### src/rtl/pix_pattern_gen.sv
// rtl/pix_pattern_gen.sv - registered RGB332 test-pattern source for the VGA pipeline
//
// Purpose:
//   Maps the horizontal/vertical counters of the display controller onto a
//   registered RGB332 pixel. The available patterns are solid colour, eight
//   colour bars, a 32x32 checkerboard and a bouncing box. The pattern select
//   and the box position only change at frame start, which is hc=0, vc=0.
//   The output lags the counters by one clock.
//
// Ports:
//   PIX_CLK     in  1   pixel clock
//   RST         in  1   asynchronous active-high reset
//   hc_i        in  10  horizontal counter
//   vc_i        in  10  vertical counter
//   MODE        in  2   pattern select (0 solid, 1 bars, 2 checker, 3 box)
//   PIX_DATA    out 8   {R[2:0],G[2:0],B[1:0]}, registered
//   FRAME_START out 1   one-cycle pulse aligned with PIX_DATA of pixel (0,0)
//
// Configuration macro:
//   PIX_GEN_BOX_EN  compiles in the bouncing box (mode 3) and its state.
//                   When it is undefined, mode 3 renders SOLID_COLOR.

module pix_pattern_gen #(
  parameter int         H_ACTIVE    = 640,
  parameter int         V_ACTIVE    = 480,
  parameter logic [7:0] SOLID_COLOR = 8'd69,
  parameter int         BOX_SIZE    = 32,
  parameter int         STEP        = 2
) (
  input  logic       PIX_CLK,
  input  logic       RST,
  input  logic [9:0] hc_i,
  input  logic [9:0] vc_i,
  input  logic [1:0] MODE,
  output logic [7:0] PIX_DATA,
  output logic       FRAME_START
);

  // All position comparisons are done with 11 bits so that bx+BOX_SIZE+STEP
  // cannot wrap.
  localparam logic [10:0] H_A   = 11'(H_ACTIVE);
  localparam logic [10:0] V_A   = 11'(V_ACTIVE);
  localparam logic [10:0] BAR_W = 11'(H_ACTIVE / 8);

  logic [10:0] hc_w;
  logic [10:0] vc_w;
  logic        active;
  logic        frame_start;
  logic [1:0]  mode_q;
  logic [7:0]  bar_color;
  logic [7:0]  box_color;
  logic [7:0]  pix_next;

  assign hc_w        = {1'b0, hc_i};
  assign vc_w        = {1'b0, vc_i};
  assign active      = (hc_w < H_A) && (vc_w < V_A);
  assign frame_start = (hc_i == 10'd0) && (vc_i == 10'd0);

  // The pattern select is held for a whole frame so that a MODE change in
  // mid-frame cannot tear the picture.
  always_ff @(posedge PIX_CLK or posedge RST) begin
    if (RST) begin
      mode_q <= 2'd0;
    end else if (frame_start) begin
      mode_q <= MODE;
    end
  end

`ifdef PIX_GEN_BOX_EN
  localparam logic [10:0] BOX_L  = 11'(BOX_SIZE);
  localparam logic [10:0] STEP_L = 11'(STEP);
  localparam logic [9:0]  STEP_S = 10'(STEP);

  logic [9:0]  bx;
  logic [9:0]  by;
  logic        dx;
  logic        dy;
  logic [10:0] bx_w;
  logic [10:0] by_w;
  logic        in_box;

  assign bx_w = {1'b0, bx};
  assign by_w = {1'b0, by};

  // The box reverses direction one step before it would cross an edge, so it
  // never leaves the active region.
  always_ff @(posedge PIX_CLK or posedge RST) begin
    if (RST) begin
      bx <= 10'd0;
      by <= 10'd0;
      dx <= 1'b1;
      dy <= 1'b1;
    end else if (frame_start) begin
      if (dx) begin
        if (bx_w + BOX_L + STEP_L > H_A) begin
          dx <= 1'b0;
          bx <= bx - STEP_S;
        end else begin
          bx <= bx + STEP_S;
        end
      end else if (bx_w < STEP_L) begin
        dx <= 1'b1;
        bx <= bx + STEP_S;
      end else begin
        bx <= bx - STEP_S;
      end

      if (dy) begin
        if (by_w + BOX_L + STEP_L > V_A) begin
          dy <= 1'b0;
          by <= by - STEP_S;
        end else begin
          by <= by + STEP_S;
        end
      end else if (by_w < STEP_L) begin
        dy <= 1'b1;
        by <= by + STEP_S;
      end else begin
        by <= by - STEP_S;
      end
    end
  end

  assign in_box = (hc_w >= bx_w) && (hc_w < bx_w + BOX_L) &&
                  (vc_w >= by_w) && (vc_w < by_w + BOX_L);

  always_comb begin
    box_color = in_box ? 8'hE0 : 8'h00;
  end
`else
  always_comb begin
    box_color = SOLID_COLOR;
  end
`endif

  // The bar boundaries are fixed multiples of H_ACTIVE/8. A chain of
  // comparators against them selects the bar without a divider.
  always_comb begin
    bar_color = 8'h00;
    if (hc_w < BAR_W) begin
      bar_color = 8'hFF;
    end else if (hc_w < 11'd2 * BAR_W) begin
      bar_color = 8'hFC;
    end else if (hc_w < 11'd3 * BAR_W) begin
      bar_color = 8'h1F;
    end else if (hc_w < 11'd4 * BAR_W) begin
      bar_color = 8'h1C;
    end else if (hc_w < 11'd5 * BAR_W) begin
      bar_color = 8'hE3;
    end else if (hc_w < 11'd6 * BAR_W) begin
      bar_color = 8'hE0;
    end else if (hc_w < 11'd7 * BAR_W) begin
      bar_color = 8'h03;
    end else begin
      bar_color = 8'h00;
    end
  end

  // The pixel is rendered from the pre-update mode_q and box state, so pixel
  // (0,0) still belongs to the previous frame's settings.
  always_comb begin
    pix_next = 8'h00;
    if (active) begin
      case (mode_q)
        2'd0:    pix_next = SOLID_COLOR;
        2'd1:    pix_next = bar_color;
        2'd2:    pix_next = (hc_i[5] ^ vc_i[5]) ? 8'hFF : 8'h00;
        default: pix_next = box_color;
      endcase
    end
  end

  always_ff @(posedge PIX_CLK or posedge RST) begin
    if (RST) begin
      PIX_DATA    <= 8'h00;
      FRAME_START <= 1'b0;
    end else begin
      PIX_DATA    <= pix_next;
      FRAME_START <= frame_start;
    end
  end

endmodule

### config.mk
export PLATFORM = sky130hd
export DESIGN_NAME = pix_pattern_gen
export DESIGN_NICKNAME = d
export VERILOG_FILES = /design/src/rtl/pix_pattern_gen.sv
export SDC_FILE = /design/constraint.sdc
export NUM_CORES = 1
export LEC_CHECK = 0
export ABC_AREA = 1
export BUFFER_PORTS_ARGS = -buffer_cell sky130_fd_sc_hd__buf_2
export CORE_MARGIN = 2
export CORE_UTILIZATION = 44
export DETAILED_ROUTE_END_ITERATION = 8
export GPL_TIMING_DRIVEN = 0
export MAX_ROUTING_LAYER = met4
export PLACE_DENSITY = 0.88
export SYNTH_ARGS = -nofsm -noshare
export SYNTH_HDL_FRONTEND = slang
export SYNTH_SLANG_ARGS = --single-unit
export TNS_END_PERCENT = 10
### constraint.sdc
create_clock -name PIX_CLK -period 1.7 [get_ports PIX_CLK]
set_clock_uncertainty 0.1 [all_clocks]
set_input_delay 0.255 -clock PIX_CLK [delete_from_list [all_inputs] [get_ports PIX_CLK]]
set_output_delay 0.255 -clock PIX_CLK [all_outputs]
set_load 0.02 [all_outputs]
==> flow_summary_export.csv, run 1 <==
group,metric,value,unit
outcome,status,"complete, no violations",
synthesis,synth_area,659.4,um^2
critical_path,slowest_stage,"dfrtp_1",
critical_path,slowest_delay,0.39,ns
clock_network,post_cts_resized,0,
synthesis,avgSynthCellArea,7.246,um^2
critical_path,setup.worst_path.start_class,"flop",
synthesis,synth_compound_gate_area_share,10.63,%
synthesis,synth_top_family_by_area,"simple AND/OR/NAND/NOR gates",
pwr,p_int,0.0003538,W
placed_design,place_inst,136,
grt,antenna_found_initial,0,
floorplan,die_w,42.71,um
critical_path,end_kind,"flop",
synthesis,synth_top_area_share,34.16,%
routing,vias_per_cell,4.787,
critical_path,path_cells,"inv_1 -> ha_1 -> nand2_1 -> nor2_1 -> inv_2 -> o21ai_1 -> inv_1 -> nor2_1",
clock_network,h-tree-depth,1,
timing,slew_headroom,78.28,%
timing,finalCriticalPeriod,1.286,ns
synthesis,ys_warn_count,0,
layout,layout_commonest_cell,"buf_2",
routing,dr.pass1.iters,3,
clock_network,tritoncts,"yes",
critical_path,critPathKind,"reg -> reg",
placed_design,routabilityCongestion,0.7518,
pwr,p_seq_share,46.2,%
routing,drt-wirelength-per-cell,9.170,um
critical_path,cp.required,1.78,ns
pwr,p_comb_share,21.7,%
pwr,power.density,551.3,nW/um^2
clock_network,ctsHoldBuffers,1,
critical_path,critPathArrivalTime,1.36,ns
critical_path,crit_path_max_fanout,5,
synthesis,postSynthCellCount,91,
floorplan,core_area,1350,um^2
placed_design,io_buffers,30,
pwr,power.clock.fraction,32.2,%
grt,grt_overflow,0,
routing,via_count,675,
layout,diodes,0,
grt,grt_usage,17.90,%
layout,final_cells,141,
routing,ant_nets,0,
clock_network,clk_latency,0.25,ns
synthesis,synth_fa_ha_area_share,3.795,%
flow_run,cap_viol_max_count,0,
synthesis,ys_seq_area_share,34.16,%
synthesis,synthesis.nets,117,
pwr,total_leakage_power,0.4893,nW
clock_network,post_cts_buffers,0,
floorplan,num_rows,13,
synthesis,synth_simple_gate_area_share,36.43,%
pwr,p_switching,0.0001228,W
floorplan,initial_utilization,48.84,%
timing,period_share,75.66,%
pwr,p_sw_share,25.77,%
routing,drt_iter0_drc,11,
synthesis,yosys-mux-area-fraction,0,%
grt,grt_max_degree,10,
synthesis,synthTopCellsByArea,"dfrtp_1 (34%), nand2_1 (11%), inv_1 (6.8%)",
routing,drc_errors,0,
synthesis,ys_ff_latch,9,
synthesis,synth.distinct_cells,22,
clock_network,cts_root_buf,"clkbuf_4",
clock_network,clkSlewWorstSetupHoldPaths,0.06,ns
min_path,holdCritPathClass,"in -> reg",
layout,syn_to_final_growth,31.12,%
grt,grt_pass1_vias,659,
placed_design,dp_hpwl,1139,um
routing,finalWirelength,1293,um
layout,drive_gt1_share,41.27,%
synthesis,synth_edf_count,0,
clock_network,cts_made_buffers,3,
clock_network,clock-sinks,9,
floorplan,fp.dieH,42.71,um
layout,final_nets,153,
grt,grt_pass1_wl,2497,um
floorplan,design.die.area,1824,um^2
timing,drv_slew,0,
floorplan,pin_count,33,
timing,finalHoldViolCount,0,
timing,rsz0062_at_grt,"no",
timing,worst_pin_slew,0.3255,ns
clock_network,clockBufferDepth,2,
timing,setup_tns,0,ns
synthesis,synthArstFlopShare,100.0,%
timing,fmax,777.4,MHz
pwr,ir_drop,220.7,uV
synthesis,synthXorXnorAreaFrac,0,%
layout,layout_common_cells,"buf_2 (30), nand2_1 (19), inv_1 (12), nor2_1 (11), dfrtp_1 (9)",
synthesis,synth-main-ff-cell,"dfrtp_1",
synthesis,synth_top_area_cell,"dfrtp_1",
layout,fillCellCount,132,
timing,setup_viol,0,
critical path, delay by kind of cell (launching register included):
kind            cells  cell delay [ns]
compound gates      1             0.11
simple gates        3             0.24
fa+ha+maj           1             0.15
buf+inv             3             0.22
flops               1             0.39
routing by layer:
layer | routed length [um] | vias up | track usage (%)
met5 | 0 | - | -
met4 | 0 | 0 | 5.625
met3 | 73 | 0 | 2.553
met2 | 689 | 18 | 33.94
met1 | 530 | 303 | 18.64
li1 | - | 354 | -
through the flow:
step / hold slack (ns) / total power, W / cell area, um^2 / utilization (%) / setup WS [ns]
floorplan: -0.01708 / 0.0002827 / 659.4 / - / 0.5241
global placement: 0.1067 / 0.0003216 / 828.3 / 61.35 / 0.4223
detailed placement: 0.1180 / 0.0003263 / 828.3 / 61.35 / 0.3836
CTS: 0.1069 / 0.0004847 / 864.6 / 64.04 / 0.4078
global route: 0.1103 / 0.0005167 / 864.6 / 64.04 / 0.2742
finish: 0.1093 / 0.0004766 / 864.6 / 64.04 / 0.4137
area by class of cell:
cell class / instances / area, um^2 / area share, %
Buffer: 4 / 33.78 / 3.907
Clock buffer: 4 / 26.28 / 3.039
Inverter: 17 / 65.06 / 7.525
Multi-Input combinational cell: 61 / 335.3 / 38.78
Sequential cell: 9 / 225.2 / 26.05
Tap cell: 15 / 18.77 / 2.171
Timing Repair Buffer: 31 / 160.2 / 18.52
sequential cells by signal (all words and copies together), names as in the netlist:
register,flops
PIX_DATA,6
mode_q,2
FRAME_START,1
power groups by stage:
stage	Clock [W]	Combinational [W]	Sequential [W]
after floorplan	0	0.0000521	0.000231
after global placement	0	0.0000980	0.000224
after detailed placement	0	0.000102	0.000224
after CTS	0.000160	0.000104	0.000220
after global routing	0.000180	0.000117	0.000220
final	0.000153	0.000103	0.000220
synth_stat cells, types with 2 or more instances:
cell type	n
inv_1	12
nand2_1	19
nand3_1	4
o21ai_1	3
buf_4	3
inv_2	3
a21oi_1	2
nand2_2	3
ha_1	2
nand3_2	3
o21ai_0	2
nor2_1	11
o21ai_2	3
dfrtp_1	9
nand4_1	3
nor3_1	3
logic make-up after synthesis:
kind of cell	after synthesis
buffers and inverters	21
DFF	9
AOI/OAI and AO/OA	11
and+or+nand+nor	48
adders and majority gates	2
final timing paths:
kind | startpoint | endpoint | slack (ns) | cells after the start
max | mode_q[0] | PIX_DATA[4] | 0.41 | 8
min | MODE[1] | mode_q[1] | 0.11 | 3
max reg2reg | mode_q[0] | PIX_DATA[4] | 0.41 | 8
min reg2reg | mode_q[0] | mode_q[0] | 0.47 | 2
max in group asynchronous | RST | PIX_DATA[5] | 0.84 | 3
min in group asynchronous | RST | mode_q[0] | 0.41 | 3
Power figures use the tool's default switching activity.
==> inputs of run 2 (changes only) <==
--- a/config.mk
+++ b/config.mk
@@ -8,11 +8,11 @@
 export ABC_AREA = 1
 export BUFFER_PORTS_ARGS = -buffer_cell sky130_fd_sc_hd__buf_2
 export CORE_MARGIN = 2
-export CORE_UTILIZATION = 44
+export CORE_UTILIZATION = 39
 export DETAILED_ROUTE_END_ITERATION = 8
 export GPL_TIMING_DRIVEN = 0
 export MAX_ROUTING_LAYER = met4
-export PLACE_DENSITY = 0.88
+export PLACE_DENSITY = 0.84
 export SYNTH_ARGS = -nofsm -noshare
 export SYNTH_HDL_FRONTEND = slang
 export SYNTH_SLANG_ARGS = --single-unit
==> constraint.sdc (replaced) <==
create_clock -name PIX_CLK -period 1.1 [get_ports PIX_CLK]
set_clock_uncertainty 0.1 [all_clocks]
set_input_delay 0.165 -clock PIX_CLK [delete_from_list [all_inputs] [get_ports PIX_CLK]]
set_output_delay 0.165 -clock PIX_CLK [all_outputs]
set_load 0.02 [all_outputs]
==> run 2 against run 1 <==
  * The run now ends with setup timing left
  * Largest cell class unchanged
  * Sequential share of layout area shrank 1.4 points
  * Wire length shrank 4.9%
  * Cell area grew 5.6%
  * Largest power group unchanged
  * Global-route usage shrank 3.3 points
  * Setup slack lost 0.54 ns
  * Combinational power grew 55%
  * Power grew 56%
  * Sequential power grew 55%
  * Register-to-register slack lost 0.54 ns
  * Non-clock buffer count grew 1
  * Critical path type unchanged
  * Sequential cell count is the same
  * Clock-buffer cell count is the same
==> flow_summary_export.csv, run 2 (synthesis gave the netlist of run 1 again) <==
group,metric,value,unit
clock_network,h-tree-depth,1,
min_path,holdCritPathClass,"in -> reg",
timing,setup_viol,8,
layout,largest_register,"PIX_DATA",
timing,rsz0062_at_grt,"yes",
layout,stdcell_area,913.4,um^2
clock_network,cts_made_buffers,3,
routing,finalWirelength,1230,um
routing,drc_errors,0,
clock_network,clockBufferDepth,2,
floorplan,design.die.area,2036,um^2
critical_path,cp-startpoint,"mode_q[0]",
clock_network,clock-sinks,9,
layout,final_nets,154,
grt,grt_max_degree,10,
layout,layout_common_cells,"buf_2 (28), nand2_1 (17), inv_1 (10), nor2_1 (10), dfrtp_1 (9)",
placed_design,io_buffers,30,
routing,dr.pass1.iters,4,
critical_path,crit_path_frequent_cell,"inv_2",
critical_path,cp_top_family,"flip-flops",
timing,fin_ws,-0.1221,ns
critical_path,setup.worst_path.start_class,"flop",
critical_path,crit_path_max_fanout,5,
timing,period_share,111.1,%
layout,largestRegisters,"PIX_DATA: 6 flops, mode_q: 2 flops, FRAME_START: 1 flops",
floorplan,initial_utilization,42.78,%
routing,via_count,674,
routing,drt-wirelength-per-cell,8.601,um
critical_path,slowest_delay,0.37,ns
clock_network,clk_latency,0.25,ns
timing,setup_tns,-0.5869,ns
critical_path,path_cells,"inv_2 -> ha_2 -> nand2_2 -> nor2_2 -> inv_2 -> o21ai_2 -> o21ai_1 -> inv_1",
pwr,power.density,813.2,nW/um^2
clock_network,clkSlewWorstSetupHoldPaths,0.06,ns
pwr,total_leakage_power,0.4930,nW
outcome,status,"complete, but fails checks",
floorplan,pin_count,33,
floorplan,die_w,45.12,um
floorplan,core_area,1541,um^2
grt,grt_usage,14.65,%
layout,largest_reg_flops,6,
grt,grt_pass1_vias,597,
grt,grt_overflow,0,
outcome,violations,"setup timing",
layout,final_cells,143,
timing,drv_slew,0,
timing,slew_headroom,78.92,%
routing,drt_iter0_drc,9,
critical_path,critPathArrivalTime,1.27,ns
min_path,hold_start,"MODE[1]",
layout,layout_commonest_cell,"buf_2",
placed_design,place_inst,137,
layout,drive_gt1_share,48.82,%
routing,ant_nets,0,
critical_path,r2r-start,"mode_q[0]",
flow_run,cap_viol_max_count,0,
floorplan,num_rows,14,
timing,worst_pin_slew,0.3159,ns
timing,finalCriticalPeriod,1.222,ns
grt,antenna_found_initial,0,
timing,finalHoldViolCount,0,
critical_path,cp.required,1.14,ns
layout,diodes,0,
critical_path,critPathKind,"reg -> reg",
routing,vias_per_cell,4.713,
clock_network,tritoncts,"yes",
critical_path,cp.buffers_inverters,3,
grt,grt_pass1_wl,2214,um
placed_design,dp_hpwl,1050,um
pwr,ir_drop,346.9,uV
critical_path,slowest_stage,"dfrtp_1",
layout,syn_to_final_growth,38.52,%
floorplan,fp.dieH,45.12,um
placed_design,dpl_worst_slack,-0.1079,ns
clock_network,cts_root_buf,"clkbuf_4",
placed_design,routabilityCongestion,0.7442,
timing,fmax,818.2,MHz
critical_path,end_kind,"flop",
placed_design,placedInstanceArea,835.8,um^2
[run 2: cell count changes in the layout (fill, tap and decap cells not counted), sizes merged]
cell | before | now
buf | 34 | 35
[run 2: final timing paths]
kind | slack, ns | cells after the start | end
worst max-delay path | -0.12 | 8 | PIX_DATA[2]
max in group asynchronous | 0.37 | 3 | PIX_DATA[5]
worst min-delay path | 0.02 | 3 | mode_q[1]
worst max register to register | -0.12 | 8 | PIX_DATA[2]
worst min register to register | 0.48 | 2 | mode_q[1]
min in group asynchronous | 0.30 | 3 | FRAME_START
[run 2: report_power, final]
| part | total [W] | switching [W] | internal [W] |
|---|---|---|---|
| registers | 0.000340 | 0.00000127 | 0.000338 |
| clock network | 0.000243 | 0.000104 | 0.000139 |
| logic | 0.000160 | 0.0000901 | 0.0000697 |
| total | 0.000743 | 0.000195 | 0.000547 |
[run 2: layer usage]
metal | GRT usage (%) | vias to the layer above | share of wire (%)
li1 | - | 358 | -
met1 | 18.81 | 283 | 45
met2 | 24.00 | 33 | 46
met3 | 1.200 | 0 | 9.0
met4 | 5.294 | 0 | 0
met5 | - | - | 0
[run 2: worst reg2reg max path, cell delays in order (launching register included)]
cell	delay (ns)
dfrtp_1	0.37
inv_2	0.05
ha_2	0.16
nand2_2	0.05
nor2_2	0.03
inv_2	0.10
o21ai_2	0.07
o21ai_1	0.12
inv_1	0.05
[run 2: final cells by class]
cell class / count / area, um^2
plain buffers: 4 / 41.29
clock buffers: 4 / 26.28
fillers: 144 / 628.1
inverters: 17 / 65.06
multi-input cells: 61 / 355.3
flip-flops and latches: 9 / 225.2
well taps: 16 / 20.02
repair buffers: 32 / 180.2
[run 2: per-stage QoR]
step	hold slack, ns	util [%]	power [W]
finish	0.01605	59.25	0.0007427
global route	0.02366	59.25	0.0007963
CTS	0.01324	58.77	0.0007502
detailed placement	0.02924	54.22	0.0005024
global placement	0.01754	54.22	0.0004984
floorplan	-0.1071	-	0.0004373
[run 2: what timing repair did]
action,CTS,global route
endpoints found under the setup margin,8,8
hold buffers,1,0
hold endpoints to repair,9,0
buffers inserted,1,0
resized for setup,8,3
pin swaps,2,0
